**config.mk**
```make
export PLATFORM = sky130hd
export DESIGN_NAME = vc_rr_pop_arbiter
export DESIGN_NICKNAME = d
export VERILOG_FILES = /design/src/rtl/vc_rr_pop_arbiter_pkg.sv /design/src/rtl/vc_rr_pop_arbiter_rr_grant4.sv /design/src/rtl/vc_rr_pop_arbiter.sv
export SDC_FILE = /design/constraint.sdc
export NUM_CORES = 1
export LEC_CHECK = 0
export ABC_AREA = 1
export BUFFER_PORTS_ARGS = -buffer_cell sky130_fd_sc_hd__buf_4
export CORE_ASPECT_RATIO = 0.9
export CORE_MARGIN = 10
export CORE_UTILIZATION = 46
export DETAILED_ROUTE_END_ITERATION = 10
export PLACE_DENSITY = 0.78
export SLEW_MARGIN = 20
export SYNTH_ARGS = -nofsm -noshare
export SYNTH_HDL_FRONTEND = slang
export SYNTH_SLANG_ARGS = --single-unit
export TNS_END_PERCENT = 20
```
**constraint.sdc**
```tcl
create_clock -name clk -period 2 [get_ports clk]
set_input_delay 0.3 -clock clk [delete_from_list [all_inputs] [get_ports clk]]
set_output_delay 0.3 -clock clk [all_outputs]
set_load 0.1 [all_outputs]
```
**src/rtl/vc_rr_pop_arbiter_pkg.sv**
```systemverilog
`default_nettype none
// ============================================================================
//  Module      : vc_rr_pop_arbiter_pkg
//  Description : Shared constants, control-state encodings and helpers for
//                the per-VC round-robin pop arbiter.
//  Revision    : 1.0  initial release
// ============================================================================
package vc_rr_pop_arbiter_pkg;

    localparam int N_IN = 4;    // number of input FIFOs (fixed for this revision)
    localparam int DW   = 12;   // FIFO word width
    localparam int CNTW = 8;    // transferred-word counter width

    // Global one-hot control state
    typedef enum logic [3:0] {
        ST_RESET  = 4'b0001,
        ST_INIT   = 4'b0010,
        ST_IDLE   = 4'b0100,
        ST_ACTIVE = 4'b1000
    } ctrl_state_e;

    // One-hot (at most one bit set) to binary index
    function automatic logic [1:0] onehot4_to_idx(input logic [3:0] oh);
        onehot4_to_idx = {oh[3] | oh[2], oh[3] | oh[1]};
    endfunction

endpackage
`default_nettype wire

```
**src/rtl/vc_rr_pop_arbiter_rr_grant4.sv**
```systemverilog
`default_nettype none
// ============================================================================
//  Module      : rr_grant4
//  Description : Combinational 4-way round-robin picker. Returns the first
//                requesting index scanning i_ptr, i_ptr+1, ... modulo 4.
//  Ports       : i_req[3:0]   request vector
//                i_ptr[1:0]   highest-priority index this cycle
//                o_gnt_valid  at least one request present
//                o_gnt_idx    granted index (i_ptr when nothing requests)
//  Revision    : 1.0  initial release
// ============================================================================
module rr_grant4 (
    input  logic [3:0] i_req,
    input  logic [1:0] i_ptr,
    output logic       o_gnt_valid,
    output logic [1:0] o_gnt_idx
);

    logic [1:0] w_idx;

    // Scan from the farthest offset down to offset 0 so the nearest
    // requester to i_ptr is the last (winning) assignment.
    always_comb begin
        o_gnt_valid = 1'b0;
        o_gnt_idx   = i_ptr;
        w_idx       = i_ptr;
        for (int k = 3; k >= 0; k--) begin
            w_idx = i_ptr + 2'(k);
            if (i_req[w_idx]) begin
                o_gnt_valid = 1'b1;
                o_gnt_idx   = w_idx;
            end
        end
    end

endmodule
`default_nettype wire

```
**src/rtl/vc_rr_pop_arbiter.sv**
```systemverilog
`default_nettype none
// ============================================================================
//  Module      : vc_rr_pop_arbiter
//  Description : Round-robin pops one non-empty per-VC input FIFO per cycle
//                and pushes the word into a single output FIFO, honouring
//                output almost_full and the global control state.
//  Ports       : clk, reset      clock / synchronous active-high reset
//                state[3:0]      one-hot control state (RESET/INIT/IDLE/ACTIVE)
//                in_empty, in_data   per-input FIFO status and data_out
//                out_afull       output FIFO almost_full
//                in_pop          registered one-hot pop to input FIFOs
//                out_push, out_data  registered push and word to output FIFO
//                grant_id        source input of the word on out_data
//                xfer_cnt        words pushed since reset (wrapping)
//  Revision    : 1.0  initial release
// ============================================================================
module vc_rr_pop_arbiter
    import vc_rr_pop_arbiter_pkg::*;
(
    input  logic                 clk,
    input  logic                 reset,
    input  logic [3:0]           state,
    input  logic [N_IN-1:0]      in_empty,
    input  logic [N_IN*DW-1:0]   in_data,
    input  logic                 out_afull,
    output logic [N_IN-1:0]      in_pop,
    output logic                 out_push,
    output logic [DW-1:0]        out_data,
    output logic [1:0]           grant_id,
    output logic [CNTW-1:0]      xfer_cnt
);

    logic [DW-1:0]   w_in_word [N_IN];

    logic            w_rst;
    logic            w_grant;
    logic [3:0]      w_req;
    logic            w_gnt_valid;
    logic [1:0]      w_gnt_idx;

    logic [3:0]      r_in_pop_q,   w_in_pop_d;
    logic [1:0]      r_rr_ptr_q,   w_rr_ptr_d;
    logic            r_v1_q,       w_v1_d;
    logic [1:0]      r_sel_q,      w_sel_d;
    logic            r_out_push_q, w_out_push_d;
    logic [DW-1:0]   r_out_data_q, w_out_data_d;
    logic [1:0]      r_grant_id_q, w_grant_id_d;
    logic [CNTW-1:0] r_xfer_cnt_q, w_xfer_cnt_d;

    for (genvar gi = 0; gi < N_IN; gi++) begin : g_unpack
        assign w_in_word[gi] = in_data[gi*DW +: DW];
    end

    assign w_rst = reset | (state == ST_RESET);

    // An input popped last cycle has not yet updated its empty flag, so it
    // is excluded to avoid popping a 1-deep FIFO twice.
    assign w_req   = ~in_empty & ~r_in_pop_q;
    assign w_grant = (state == ST_ACTIVE) & ~out_afull & w_gnt_valid;

    rr_grant4 u_rr_grant4 (
        .i_req       (w_req),
        .i_ptr       (r_rr_ptr_q),
        .o_gnt_valid (w_gnt_valid),
        .o_gnt_idx   (w_gnt_idx)
    );

    always_comb begin
        // Grant stage
        w_in_pop_d = '0;
        w_rr_ptr_d = r_rr_ptr_q;
        if (w_grant) begin
            w_in_pop_d[w_gnt_idx] = 1'b1;
            w_rr_ptr_d            = w_gnt_idx + 2'd1;
        end

        // Stage 1: remember which FIFO was popped; its data appears next cycle
        w_v1_d  = |r_in_pop_q;
        w_sel_d = onehot4_to_idx(r_in_pop_q);

        // Stage 2: capture the returned word and push it; keeps draining in
        // INIT/IDLE so already-popped words are never lost
        w_out_push_d = r_v1_q;
        w_out_data_d = r_out_data_q;
        w_grant_id_d = r_grant_id_q;
        w_xfer_cnt_d = r_xfer_cnt_q;
        if (r_v1_q) begin
            w_out_data_d = w_in_word[r_sel_q];
            w_grant_id_d = r_sel_q;
            w_xfer_cnt_d = r_xfer_cnt_q + CNTW'(1);
        end
    end

    always_ff @(posedge clk) begin
        if (w_rst) begin
            r_in_pop_q   <= '0;
            r_rr_ptr_q   <= '0;
            r_v1_q       <= 1'b0;
            r_sel_q      <= '0;
            r_out_push_q <= 1'b0;
            r_out_data_q <= '0;
            r_grant_id_q <= '0;
            r_xfer_cnt_q <= '0;
        end else begin
            r_in_pop_q   <= w_in_pop_d;
            r_rr_ptr_q   <= w_rr_ptr_d;
            r_v1_q       <= w_v1_d;
            r_sel_q      <= w_sel_d;
            r_out_push_q <= w_out_push_d;
            r_out_data_q <= w_out_data_d;
            r_grant_id_q <= w_grant_id_d;
            r_xfer_cnt_q <= w_xfer_cnt_d;
        end
    end

    assign in_pop   = r_in_pop_q;
    assign out_push = r_out_push_q;
    assign out_data = r_out_data_q;
    assign grant_id = r_grant_id_q;
    assign xfer_cnt = r_xfer_cnt_q;

endmodule
`default_nettype wire
```
## Yosys cells after proc, flatten, opt, wreduce, memory -nomap -nowiden

Index checks and enable logic that the tools add are counted.

| operators by class | value |
|---|---|
| add/sub/neg operators | 5 |
| $mul | 0 |
| divide/modulo/power cells | 0 |
| magnitude comparators | 7 |
| equality and inequality tests | 2 |
| shift operators | 0 |
| multiplexer cells | 21 |
| bitwise gates (word level) | 11 |
| reductions and logical operators | 3 |

Operators by type and width:

| cell | count |
|---|---|
| 12-bit binary-select mux with 2-bit select | 1 |
| 12-bit two-way mux | 2 |
| 2-bit by 3-bit < comparator with 1-bit output, second input constant | 5 |
| 1-bit two-way mux | 9 |
| 8-bit by 1-bit adder with 8-bit output, second input constant | 1 |
| 1-bit binary-select mux with 2-bit select | 4 |
| 2-bit two-way mux | 4 |
| 4-bit inverter | 2 |
| 2-bit by 1-bit adder with 2-bit output, second input constant | 2 |
| 2-bit adder, second input constant | 2 |
| 4-bit bitwise AND | 1 |
| 4-bit by 1-bit equality test with 1-bit output, second input constant | 1 |
| 4-bit equality test, second input constant | 1 |
| 4-bit OR reduction | 1 |
| 3-bit >= comparator, second input constant | 1 |
| 2-bit inverter with 3-bit output | 1 |
| 1-bit bitwise OR | 3 |
| 1-bit bitwise AND | 2 |
| 1-bit demux with 2-bit select | 1 |
| 2-bit by 1-bit >= comparator with 1-bit output, second input constant | 1 |
| 1-bit inverter | 2 |
| 2-bit OR reduction | 1 |
| 1-bit logical AND | 1 |

| storage, ports and cells | value |
|---|---|
| register bits after elaboration | 32 |
| bits in latches | 0 |
| bits in writable memories | 0 |
| memory bits (read-only) | 0 |
| bits of input ports | 59 |
| output and inout bits | 27 |
| word-level logic and storage cells | 57 |
| memories kept | 0 |

## Depth between registers and ports, before layout

Gate-level depths: netlist (run 1).

| depth | value |
|---|---|
| depth in word-level cells | 12 |
| depth in mapped cells | 15 |
| depth with buffers taken out | 14 |

## By module

From an unflattened synthesis (run 1), not the netlist that was laid out.

| second synthesis, totals | value |
|---|---|
| cells, all modules | 358 |
| area, all modules | 2085.8 µm² |

By module, submodules not included:

| module | instances | cells each | area each (µm²) | seq. area each (µm²) |
|---|---|---|---|---|
| vc_rr_pop_arbiter | 1 | 305 | 1851.8 | 640.6 |
| rr_grant4 | 1 | 53 | 234.0 | 0.0 |

## Least setup slack after synthesis (run 1)

OpenSTA, ideal clock, no wires.

| timing path | value |
|---|---|
| path type | register to register |
| start | reg r_in_pop_q[1], in the netlist in_pop[1] |
| end | reg r_rr_ptr_q[1] |
| setup time | 0.074 ns |
| arrival time | 2.110 ns |
| data required time | 1.926 ns |
| slack | -0.184 ns |
| cell stages (with the launch flop) | 14 |
| buffers on the path | 0 |
| period minus slack after synthesis | 2.184 ns |
| cells stage by stage | dfxtp_1 -> nor2_1 -> nand2_2 -> nand2_1 -> nand2_1 -> nand2_2 -> clkinv_1 -> o21ai_2 -> nand2_1 -> nand2_2 -> nand2_2 -> inv_1 -> ha_1 -> o21ai_0 |

| on the way | value |
|---|---|
| longest elaborated chain between the ends | 9 |
| elaborated cells between the ends (all ways) | 20 |
| those cells by class | 1 x add/sub; 16 x mux; 3 x bitwise |

Ends and longest elaborated chain:

| element | line | RTL |
|---|---|---|
| start: declaration | vc_rr_pop_arbiter.sv:41 | `logic [3:0] r_in_pop_q, w_in_pop_d;` |
| start signal: assignment | vc_rr_pop_arbiter.sv:105 | `r_in_pop_q <= w_in_pop_d;` |
| 4-bit inverter * | vc_rr_pop_arbiter.sv:58 | `assign w_req = ~in_empty & ~r_in_pop_q;` |
| 4-bit bitwise AND * | vc_rr_pop_arbiter.sv:58 |  |
| 1-bit binary-select mux with 2-bit select | vc_rr_pop_arbiter_rr_grant4.sv:29 | `if (i_req[w_idx]) begin` |
| 1-bit two-way mux (not written as such) | vc_rr_pop_arbiter_rr_grant4.sv:29 |  |
| 2-bit two-way mux / 1-bit two-way mux (equally long branches) (4 in series) | vc_rr_pop_arbiter_rr_grant4.sv:29 |  |
| 2-bit by 1-bit adder with 2-bit output / 1-bit bitwise AND (equally long branches) | vc_rr_pop_arbiter.sv:74, vc_rr_pop_arbiter.sv:59 |  |
| end signal: assignment | vc_rr_pop_arbiter.sv:106 | `r_rr_ptr_q <= w_rr_ptr_d;` |
| end: declaration | vc_rr_pop_arbiter.sv:42 | `logic [1:0] r_rr_ptr_q, w_rr_ptr_d;` |

Every way passes the cells marked *; elsewhere a longest branch is shown, timed or not. The select of a mux whose other input is x is not followed.
A chain may end at the register's enable or synchronous reset.

## Worst setup path in the final report (run 1)

| timing path | value |
|---|---|
| start | reg r_rr_ptr_q[1] |
| end | reg r_rr_ptr_q[1] |

| on the way | value |
|---|---|
| longest elaborated chain between the ends | 8 |
| elaborated cells between the ends (all ways) | 21 |
| those cells by class | 4 x add/sub; 16 x mux; 1 x bitwise |

Ends and longest elaborated chain:

| element | line | RTL |
|---|---|---|
| 2-bit adder | vc_rr_pop_arbiter_rr_grant4.sv:28 | `w_idx = i_ptr + 2'(k);` |
| 1-bit binary-select mux with 2-bit select | vc_rr_pop_arbiter_rr_grant4.sv:29 |  |
| 1-bit two-way mux (not written as such) | vc_rr_pop_arbiter_rr_grant4.sv:29 |  |
| 2-bit two-way mux / 1-bit two-way mux (equally long branches) (4 in series) | vc_rr_pop_arbiter_rr_grant4.sv:29 |  |
| 2-bit by 1-bit adder with 2-bit output / 1-bit bitwise AND (equally long branches) | vc_rr_pop_arbiter.sv:74, vc_rr_pop_arbiter.sv:59 |  |

Several ways; a longest one is shown, not always the timed one. The select of a mux whose other input is x is not followed.

==> impl_metrics.csv, run 1 <==
group,metric,value,unit
cts,worstSkewPairLatency,270,ps
timing,relSlewSlack,70.6,%
layout,finish.utilization,68.8,%
run,drv_cap,0,
setup_path,crit_arrival,1950,ps
setup_path,cp-end-kind,"flip-flop",
detailed_routing,drtAntennaViolNets,0,
die,rows,21,
cts,post_cts_resized,0,
synthesis,ys_warn_count,0,
placed_design,routabilityCongestion,0.866,
detailed_routing,drc,0,
layout,drive_above_1_share,34.4,%
synthesis,ys_seq_area_share,36.2,%
layout,layout_common_cells,"buf_4, nor2_1, nand2_1",
synthesis,synth_cell_types,22,
timing,drv_slew,0,
cts,clockBufferDepth,2,
timing,setup_viol,0,
synthesis,syn_area,1770,µm²
timing,post-route-min-period,1750,ps
setup_path,cp.required,2200,ps
layout,areaGrowthSynthToFinish,44.0,%
layout,multi_input_area,952,µm²
global_routing,overflow,0,
global_routing,grt_start_max_net_pins,27,
placed_design,hpwl,4.23,mm
setup_path,timing.rr.start,"r_rr_ptr_q[1]$_SDFFE_PP0P_",
outcome,status,"finished, final reports clean",
timing,hold_violations,0,
setup_path,cp-start-kind,"flip-flop",
global_routing,grt_pass1_vias,1805,
detailed_routing,routed_wl,5.32,mm
cts,cts-hold-fix-buffers,0,
cts,root_buffer,"clkbuf_8",
setup_path,worstSetupStartpoint,"r_rr_ptr_q[1]$_SDFFE_PP0P_",
placed_design,io_buffers,85,
layout,nFillCells,333,
die,io_pins,86,
die,die_w,85.4,µm
worst_hold_path,hold_class,"in2reg",
setup_path,critPathMaxFanout,7,
timing,fin_worst_skew,1.91,ps
global_routing,grt_util_all_layers,14.7,%
detailed_routing,drt-pass1-iter-count,4,
global_routing,grt_pass1_wl,8.39,mm
cts,clock_sinks,32,
layout,layout_commonest_cell,"buf_4",
timing,worst_hold_slack,335,ps
timing,tightest_slew,437,ps
cts,h-tree-depth,2,
detailed_routing,drtIter0Drc,113,
synthesis,synth_nets,317,
timing,fin_crit_sh,87.7,%
detailed_routing,vias,1974,
cts,cts_tree,"built",
cts,cts_setup_buffers,0,
detailed_routing,wl_per_cell,13.7,µm
layout,antenna_cells,0,
worst_hold_path,hp-start,"out_afull",
synthesis,ys_ff_latch,32,
die,design.core.area,3700,µm²
timing,fmax,570,MHz
setup_path,path_class,"reg2reg",
die,start_util,47.8,%
layout,seqCellArea,647,µm²
timing,rsz0062_at_grt,"no",
detailed_routing,vias_per_cell,5.07,
power_and_ir_drop,peakVddDrop,574,µV
cts,clk_pin_slew,60,ps
die,dieHeight,78.9,µm
global_routing,antenna_found_initial,0,
cts,cts_made_buffers,5,
die,die-area,6730,µm²
power_and_ir_drop,leakage,0.00124,µW
synthesis,avgSynthCellArea,6.92,µm²
layout,finalNetCount,403,
power_and_ir_drop,powerDensity,525,nW/µm²
synthesis,netlist_instances,256,
[Yosys cell counts (all sizes together)]
cell    instances  share of area [%]
ha              2                1.4
nor2           47                 10
o221ai         12                5.9
nand3          13                4.8
nor3            2               0.57
o21ai          28                8.1
inv            28                6.4
nor4            1               0.35
clkbuf          7                1.5
buf             5                1.8
nor3b           1               0.42
clkinv          2               0.42
dfxtp          32                 36
mux2i          12                6.8
a21oi          10                2.8
nand2          54                 13
[state kept, by name, indices dropped and copies added (netlist names)]
signal	cells
r_sel_q	2
r_v1_q	1
out_data	12
r_rr_ptr_q	2
in_pop	4
xfer_cnt	8
out_push	1
grant_id	2
[final cells by class]
| class | count | share of cell area, % |
|---|---|---|
| clock buffers | 8 | 3.53 |
| inverters | 30 | 4.71 |
| multi-input cells | 182 | 37.3 |
| well taps | 46 | 2.26 |
| flip-flops and latches | 32 | 25.4 |
| repair buffers | 91 | 26.8 |
[worst max-delay path, cell delays in order, from the launching register on]
cell and delay (ps):
dfxtp_1 470, inv_2 100, nand2_1 80, nand2_2 60, nand3_1 70, nand2_1 70, o21ai_2 170, nand3_2 100
nand2_2 90, inv_1 40, ha_1 250, o21ai_0 170
[report_power, final]
group	leakage [µW]	total [µW]	internal [µW]	switching, µW
Sequential	0.000260	644	641	3.62
Clock	0.0000455	497	280	217
Combinational	0.000937	198	106	91.8
[per-layer routing]
| metal | track usage (%) | wire [µm] |
|---|---|---|
| met2 | 23.7 | 2380 |
| met1 | 18.5 | 2450 |
| met5 | 0 | 0 |
| met3 | 5.20 | 439 |
| met4 | 3.45 | 46 |
[worst paths after layout]
path | to | slack, ps | cells after the start
worst min register to register | xfer_cnt[7]$_SDFFE_PP0P_ | 460 | 1
worst min-delay path | in_pop[2]$_SDFF_PP0_ | 330 | 4
worst max register to register | r_rr_ptr_q[1]$_SDFFE_PP0P_ | 250 | 11
worst max-delay path | r_rr_ptr_q[1]$_SDFFE_PP0P_ | 250 | 11
[logic make-up (layout without fill, tap and decap cells)]
group           count (synthesis)  count (layout)  share of synthesized area, %
buf+inv                        42             129                          10.0
compound gates                 50              50                          16.9
fa+ha+maj                       2               2                          1.41
flops                          32              32                          36.2
simple gates                  118             118                          28.7
mux                            12              12                          6.78
[metrics by stage]
stage               std cells  setup slack (ps)  power (µW)  area, µm²  TNS [ps]
detailed placement        381               134         856       2460         0
CTS                       389               104        1350       2550         0
finish                    389               246        1340       2550         0
global placement          381               222         854       2460         0
global route              389              57.2        1400       2550         0
floorplan                 256             -55.6         750       1780     -55.6
(Power assumes the default switching activity.)
==> inputs of run 2 (changes only) <==
Settings changed: BUFFER_PORTS_ARGS -buffer_cell sky130_fd_sc_hd__buf_4 to -buffer_cell sky130_fd_sc_hd__buf_2.
==> impl_metrics.csv, run 2 (synthesis results as in run 1) <==
group,metric,value,unit
power_and_ir_drop,peakVddDrop,480,µV
timing,post-route-min-period,1780,ps
cts,cts_tree,"built",
placed_design,hpwl,4.19,mm
placed_design,io_buffers,85,
setup_path,crit_arrival,1980,ps
global_routing,antenna_found_initial,0,
setup_path,cp.required,2200,ps
detailed_routing,vias,1979,
cts,h-tree-depth,2,
layout,areaGrowthSynthToFinish,32.4,%
global_routing,overflow,0,
worst_hold_path,hold_class,"in2reg",
global_routing,grt_util_all_layers,14.9,%
placed_design,dp_cells,382,
timing,relSlewSlack,56.3,%
cts,worstSkewPairLatency,270,ps
cts,root_buffer,"clkbuf_8",
setup_path,endpoint,"r_rr_ptr_q[1]$_SDFFE_PP0P_",
power_and_ir_drop,leakage,0.00120,µW
placed_design,routabilityCongestion,0.870,
setup_path,critical-path-top-delay-family,"flip-flops",
die,dieHeight,78.9,µm
setup_path,worst-path-stages,11,
layout,antenna_cells,0,
cts,clockBufferDepth,2,
die,die_w,85.4,µm
setup_path,r2r_end,"r_rr_ptr_q[1]$_SDFFE_PP0P_",
layout,layout_commonest_cell,"buf_2",
layout,finish.utilization,63.3,%
timing,fin_worst_skew,2.84,ps
timing,tightest_slew,655,ps
setup_path,path_class,"reg2reg",
timing,final.setup.worst_slack,219,ps
timing,hold_violations,0,
setup_path,crit_path_top_delay_cell,"dfxtp_1",
global_routing,grt_pass1_wl,8.58,mm
power_and_ir_drop,powerDensity,556,nW/µm²
setup_path,reg2reg_slack,220,ps
layout,finalNetCount,404,
detailed_routing,drtAntennaViolNets,0,
placed_design,pre_cts_ws,105,ps
setup_path,timing.rr.start,"r_rr_ptr_q[1]$_SDFFE_PP0P_",
detailed_routing,drt-pass1-iter-count,4,
detailed_routing,wl_per_cell,13.3,µm
detailed_routing,drc,0,
global_routing,grt_pass1_vias,1881,
cts,cts_setup_buffers,0,
outcome,status,"finished, final reports clean",
run,drv_cap,0,
detailed_routing,drtIter0Drc,99,
setup_path,crit_buf_inv,2,
timing,drv_slew,0,
layout,fin_area,2340,µm²
die,start_util,47.8,%
global_routing,grt_start_max_net_pins,25,
cts,cts_made_buffers,5,
layout,layout_common_cells,"buf_2, nor2_1, nand2_1",
placed_design,place_area,2250,µm²
die,die-area,6730,µm²
timing,final.setup.tns,0,ps
detailed_routing,vias_per_cell,5.07,
setup_path,worst_path_largest_cell_delay,490,ps
detailed_routing,routed_wl,5.18,mm
timing,fin_crit_sh,89.0,%
layout,drive_above_1_share,34.6,%
setup_path,cp-start-kind,"flip-flop",
cts,cts-hold-fix-buffers,0,
timing,rsz0062_at_grt,"no",
die,rows,21,
layout,layoutNonFillerInstCount,390,
cts,clock_sinks,32,
cts,clk_pin_slew,60,ps
setup_path,critPathMaxFanout,7,
die,io_pins,86,
layout,largest_reg_flops,12,
setup_path,crit_chain,"inv_2 > nand2_1 > nand2_2 > nand3_1 > nand2_1 > o21ai_2 > nand3_2 > nand2_2 > inv_1 > ha_1 > o21ai_0",
setup_path,reg2reg_depth,11,
timing,setup_viol,0,
timing,fmax,561,MHz
die,design.core.area,3700,µm²
setup_path,cp-end-kind,"flip-flop",
layout,nFillCells,360,
setup_path,worstSetupStartpoint,"r_rr_ptr_q[1]$_SDFFE_PP0P_",
run 2: cell count changes in the layout (fill, tap and decap cells not counted), sizes merged:
cell / delta
buf: +1
run 2: where the power goes:
group	internal (µW)	switching, µW	total, µW
clock network	280	213	493
registers	641	3.58	644
logic	73.4	93.6	167
total	994	310	1300
run 2: worst min-delay path, cell delays in order:
cell and delay, ps:
buf_2 80, nor4_1 60, nand3_2 90, nor2_1 40
run 2: worst min path at each step:
stage	slack, ps	from	depth (start not counted)	endpoint
floorplan	500	out_afull	3	in_pop[2]$_SDFF_PP0_
global placement	430	xfer_cnt[7]$_SDFFE_PP0P_	1	xfer_cnt[7]$_SDFFE_PP0P_
detailed placement	460	grant_id[0]$_SDFFE_PP0P_	2	grant_id[0]$_SDFFE_PP0P_
CTS	320	out_afull	4	in_pop[2]$_SDFF_PP0_
global route	360	out_afull	4	in_pop[2]$_SDFF_PP0_
finish	330	out_afull	4	in_pop[2]$_SDFF_PP0_
run 2: area by class of cell:
| type | instances | area, µm² | share of cell area (%) |
|---|---|---|---|
| timing repair buffer | 92 | 478 | 20.4 |
| multi-input combinational | 182 | 952 | 40.6 |
| sequential | 32 | 647 | 27.6 |
| tap | 46 | 57.6 | 2.45 |
| inverter | 30 | 120 | 5.12 |
| clock buffer | 8 | 90.1 | 3.84 |
run 2: routing by layer:
layer | GRT usage [%] | vias up | wire length (µm)
li1 | - | 1014 | -
met4 | 2.96 | 0 | 48
met3 | 6.22 | 6 | 537
met1 | 17.5 | 875 | 2260
met2 | 24.8 | 84 | 2330
met5 | 0 | - | 0
run 2: timing repair:
| item | in CTS | in global routing |
|---|---|---|
| setup endpoints to repair | 0 | 1 |
| gates resized for setup | 0 | 1 |
| endpoints found under the hold margin | 0 | 0 |
run 2: metrics by stage:
stage,total power (µW),hold WS (ps)
final,1300,327
after global routing,1370,361
after CTS,1320,324
after detailed placement,826,461
after global placement,822,429
after floorplan,750,503
==> inputs of run 3 (changes only) <==
Settings changed: CORE_UTILIZATION 46 to 48, SYNTH_HIERARCHICAL from default to 1.
==> impl_metrics.csv, run 3 <==
group,metric,value,unit
global_routing,grt_start_max_net_pins,26,
timing,fmax,541,MHz
synthesis,syn_area,2090,µm²
placed_design,io_buffers,85,
timing,fin_worst_skew,7.78,ps
worst_hold_path,hold_class,"in2reg",
synthesis,synthTopCellsByArea,"dfxtp_1, nand2_1, nor2_1",
die,dieHeight,82.5,µm
cts,clock_sinks,32,
timing,fin_crit_sh,92.4,%
timing,relSlewSlack,66.9,%
synthesis,synthTopCellsByCount,"nand2_1, nor2_1, inv_1",
synthesis,ys.flop_type,"dfxtp_1",
global_routing,overflow,0,
placed_design,routabilityCongestion,0.880,
layout,drive_above_1_share,26.5,%
cts,cts-hold-fix-buffers,0,
detailed_routing,drtAntennaViolNets,0,
timing,setup_viol,0,
worst_hold_path,hp-start,"in_data[13]",
power_and_ir_drop,powerDensity,557,nW/µm²
power_and_ir_drop,leakage,0.00153,µW
layout,finalNetCount,504,
die,rows,22,
detailed_routing,vias_per_cell,4.66,
cts,root_buffer,"clkbuf_8",
cts,cts_tree,"built",
synthesis,yosys.cell_count.top_type,"nand2_1",
setup_path,cp-start-kind,"flip-flop",
cts,clockBufferDepth,2,
setup_path,reg2reg_slack,150,ps
layout,layout_common_cells,"nand2_1, buf_2, nor2_1",
synthesis,yosysTopAreaCell,"dfxtp_1",
cts,cts_setup_buffers,0,
setup_path,cp.required,2180,ps
layout,largest_reg_flops,12,
synthesis,ys_ff_latch,32,
layout,finish.utilization,63.8,%
synthesis,netlist_instances,358,
die,die-area,7390,µm²
global_routing,grt_pass1_vias,2080,
timing,drv_slew,0,
synthesis,ys_seq_area_share,30.7,%
synthesis,synth_cell_types,25,
timing,post-route-min-period,1850,ps
setup_path,timing.rr.start,"in_pop[1]$_SDFF_PP0_",
synthesis,synth-async-reset-ratio,0,%
detailed_routing,routed_wl,5.63,mm
timing,rsz0062_at_grt,"no",
die,design.core.area,4130,µm²
setup_path,crit_arrival,2030,ps
die,start_util,50.5,%
detailed_routing,vias,2280,
setup_path,r2r_end,"r_rr_ptr_q[1]$_SDFFE_PP0P_",
cts,h-tree-depth,2,
detailed_routing,wl_per_cell,11.5,µm
setup_path,critPathMaxFanout,3,
synthesis,avgSynthCellArea,5.83,µm²
timing,final.setup.tns,0,ps
layout,nFillCells,419,
timing,tightest_slew,500,ps
placed_design,hpwl,4.46,mm
synthesis,synth_top_area_share,30.7,%
cts,clk_pin_slew,70,ps
global_routing,grt_util_all_layers,15.2,%
synthesis,ys_warn_count,6,
detailed_routing,drtIter0Drc,84,
setup_path,reg2reg_depth,13,
timing,hold_violations,0,
power_and_ir_drop,peakVddDrop,436,µV
cts,worstSkewPairLatency,290,ps
outcome,status,"finished, final reports clean",
detailed_routing,drc,0,
setup_path,path_class,"reg2reg",
die,die_w,89.5,µm
setup_path,cp-end-kind,"flip-flop",
layout,layout_commonest_cell,"nand2_1",
layout,areaGrowthSynthToFinish,26.4,%
cts,cts_made_buffers,5,
worst_hold_path,worstHoldEndpoint,"out_data[1]$_SDFFE_PP0P_",
die,io_pins,86,
worst_hold_path,whs_path_depth,6,
layout,antenna_cells,0,
detailed_routing,drt-pass1-iter-count,4,
global_routing,grt_pass1_wl,8.98,mm
run,drv_cap,0,
synthesis,synth_nets,422,
global_routing,antenna_found_initial,0,
synthesis,synth_edf_count,0,
[run 3: cell count changes in the layout (fill, tap and decap cells not counted), sizes merged, moves of 4 or more]
| cell | previous run | this run |
|---|---|---|
| nor2 | 47 | 75 |
| o221ai | 12 | 0 |
| nor3b | 1 | 5 |
| inv | 28 | 63 |
| nand3 | 13 | 34 |
| o21ai | 28 | 3 |
| mux2i | 12 | 0 |
| or2 | 0 | 12 |
| nand2 | 54 | 101 |
[run 3: worst max-delay path by stage]
stage                                 endpoint                  startpoint  slack (ps)  cells past startpoint
detailed placement  r_rr_ptr_q[1]$_SDFFE_PP0P_  r_rr_ptr_q[0]$_SDFFE_PP0P_          40                     11
global route        r_rr_ptr_q[1]$_SDFFE_PP0P_  r_rr_ptr_q[1]$_SDFFE_PP0P_         0.7                     14
CTS                 r_rr_ptr_q[1]$_SDFFE_PP0P_  r_rr_ptr_q[0]$_SDFFE_PP0P_          30                     11
finish              r_rr_ptr_q[1]$_SDFFE_PP0P_        in_pop[1]$_SDFF_PP0_         150                     13
global placement    r_rr_ptr_q[1]$_SDFFE_PP0P_  r_rr_ptr_q[0]$_SDFFE_PP0P_         160                     14
floorplan           r_rr_ptr_q[1]$_SDFFE_PP0P_        in_pop[3]$_SDFF_PP0_          60                     14
[run 3: area by class of cell]
type	count	area [µm²]	area share, %
Inverter	63	241	9.16
Multi-Input combinational cell	249	1120	42.5
Sequential cell	32	647	24.5
Timing Repair Buffer	89	455	17.3
Tap cell	48	60.1	2.28
Clock buffer	5	68.8	2.61
Clock inverter	3	42.5	1.61
[run 3: critical path: stages (launching register included)]
cell and delay [ps]:
dfxtp_2 330, nor2_1 80, inv_1 70, o21ai_1 190, nand2_1 110, nand2_1 90, inv_2 50, nand2_1 90
nand3_1 80, nand2_1 120, inv_1 90, ha_1 290, nor2_1 100, nor2_1 60
[run 3: through the flow]
step | std cells | power [µW] | area, µm² | hold slack (ps) | worst slack [ps]
after floorplan | 358 | 784 | 2090 | 502 | 57.0
after global placement | 481 | 856 | 2510 | 448 | 162
after detailed placement | 481 | 862 | 2510 | 463 | 40.2
after CTS | 489 | 1480 | 2630 | 375 | 29.5
after global routing | 489 | 1540 | 2640 | 407 | 0.724
final | 489 | 1470 | 2640 | 377 | 153
[run 3: cells by family (layout without fill, tap and decap cells)]
| logic type | Yosys count | count (layout) | synth area share [%] |
|---|---|---|---|
| AND/OR/NAND/NOR | 230 | 230 | 46.7 |
| buffers and inverters | 77 | 160 | 16.0 |
| flip-flops | 32 | 32 | 30.7 |
| AO/OA/AOI/OAI | 14 | 14 | 3.60 |
| adder cells (fa/ha/maj) | 5 | 5 | 3.00 |
[run 3: per-layer routing]
layer	up-vias	GRT usage, %	wire length (µm)
li1	1227	-	-
met1	986	16.7	2380
met2	60	27.8	2870
met3	7	4.99	311
met4	0	3.81	63
met5	-	0	0
[run 3: power breakdown]
group / internal, µW / switching, µW
registers: 641 / 4.22
clock network: 368 / 249
logic: 88.2 / 118
total: 1100 / 371
[run 3: timing repair]
| action | in CTS | in global routing |
|---|---|---|
| setup endpoints to repair | 0 | 6 |
| resized for setup | 0 | 4 |
| hold endpoints to repair | 0 | 0 |
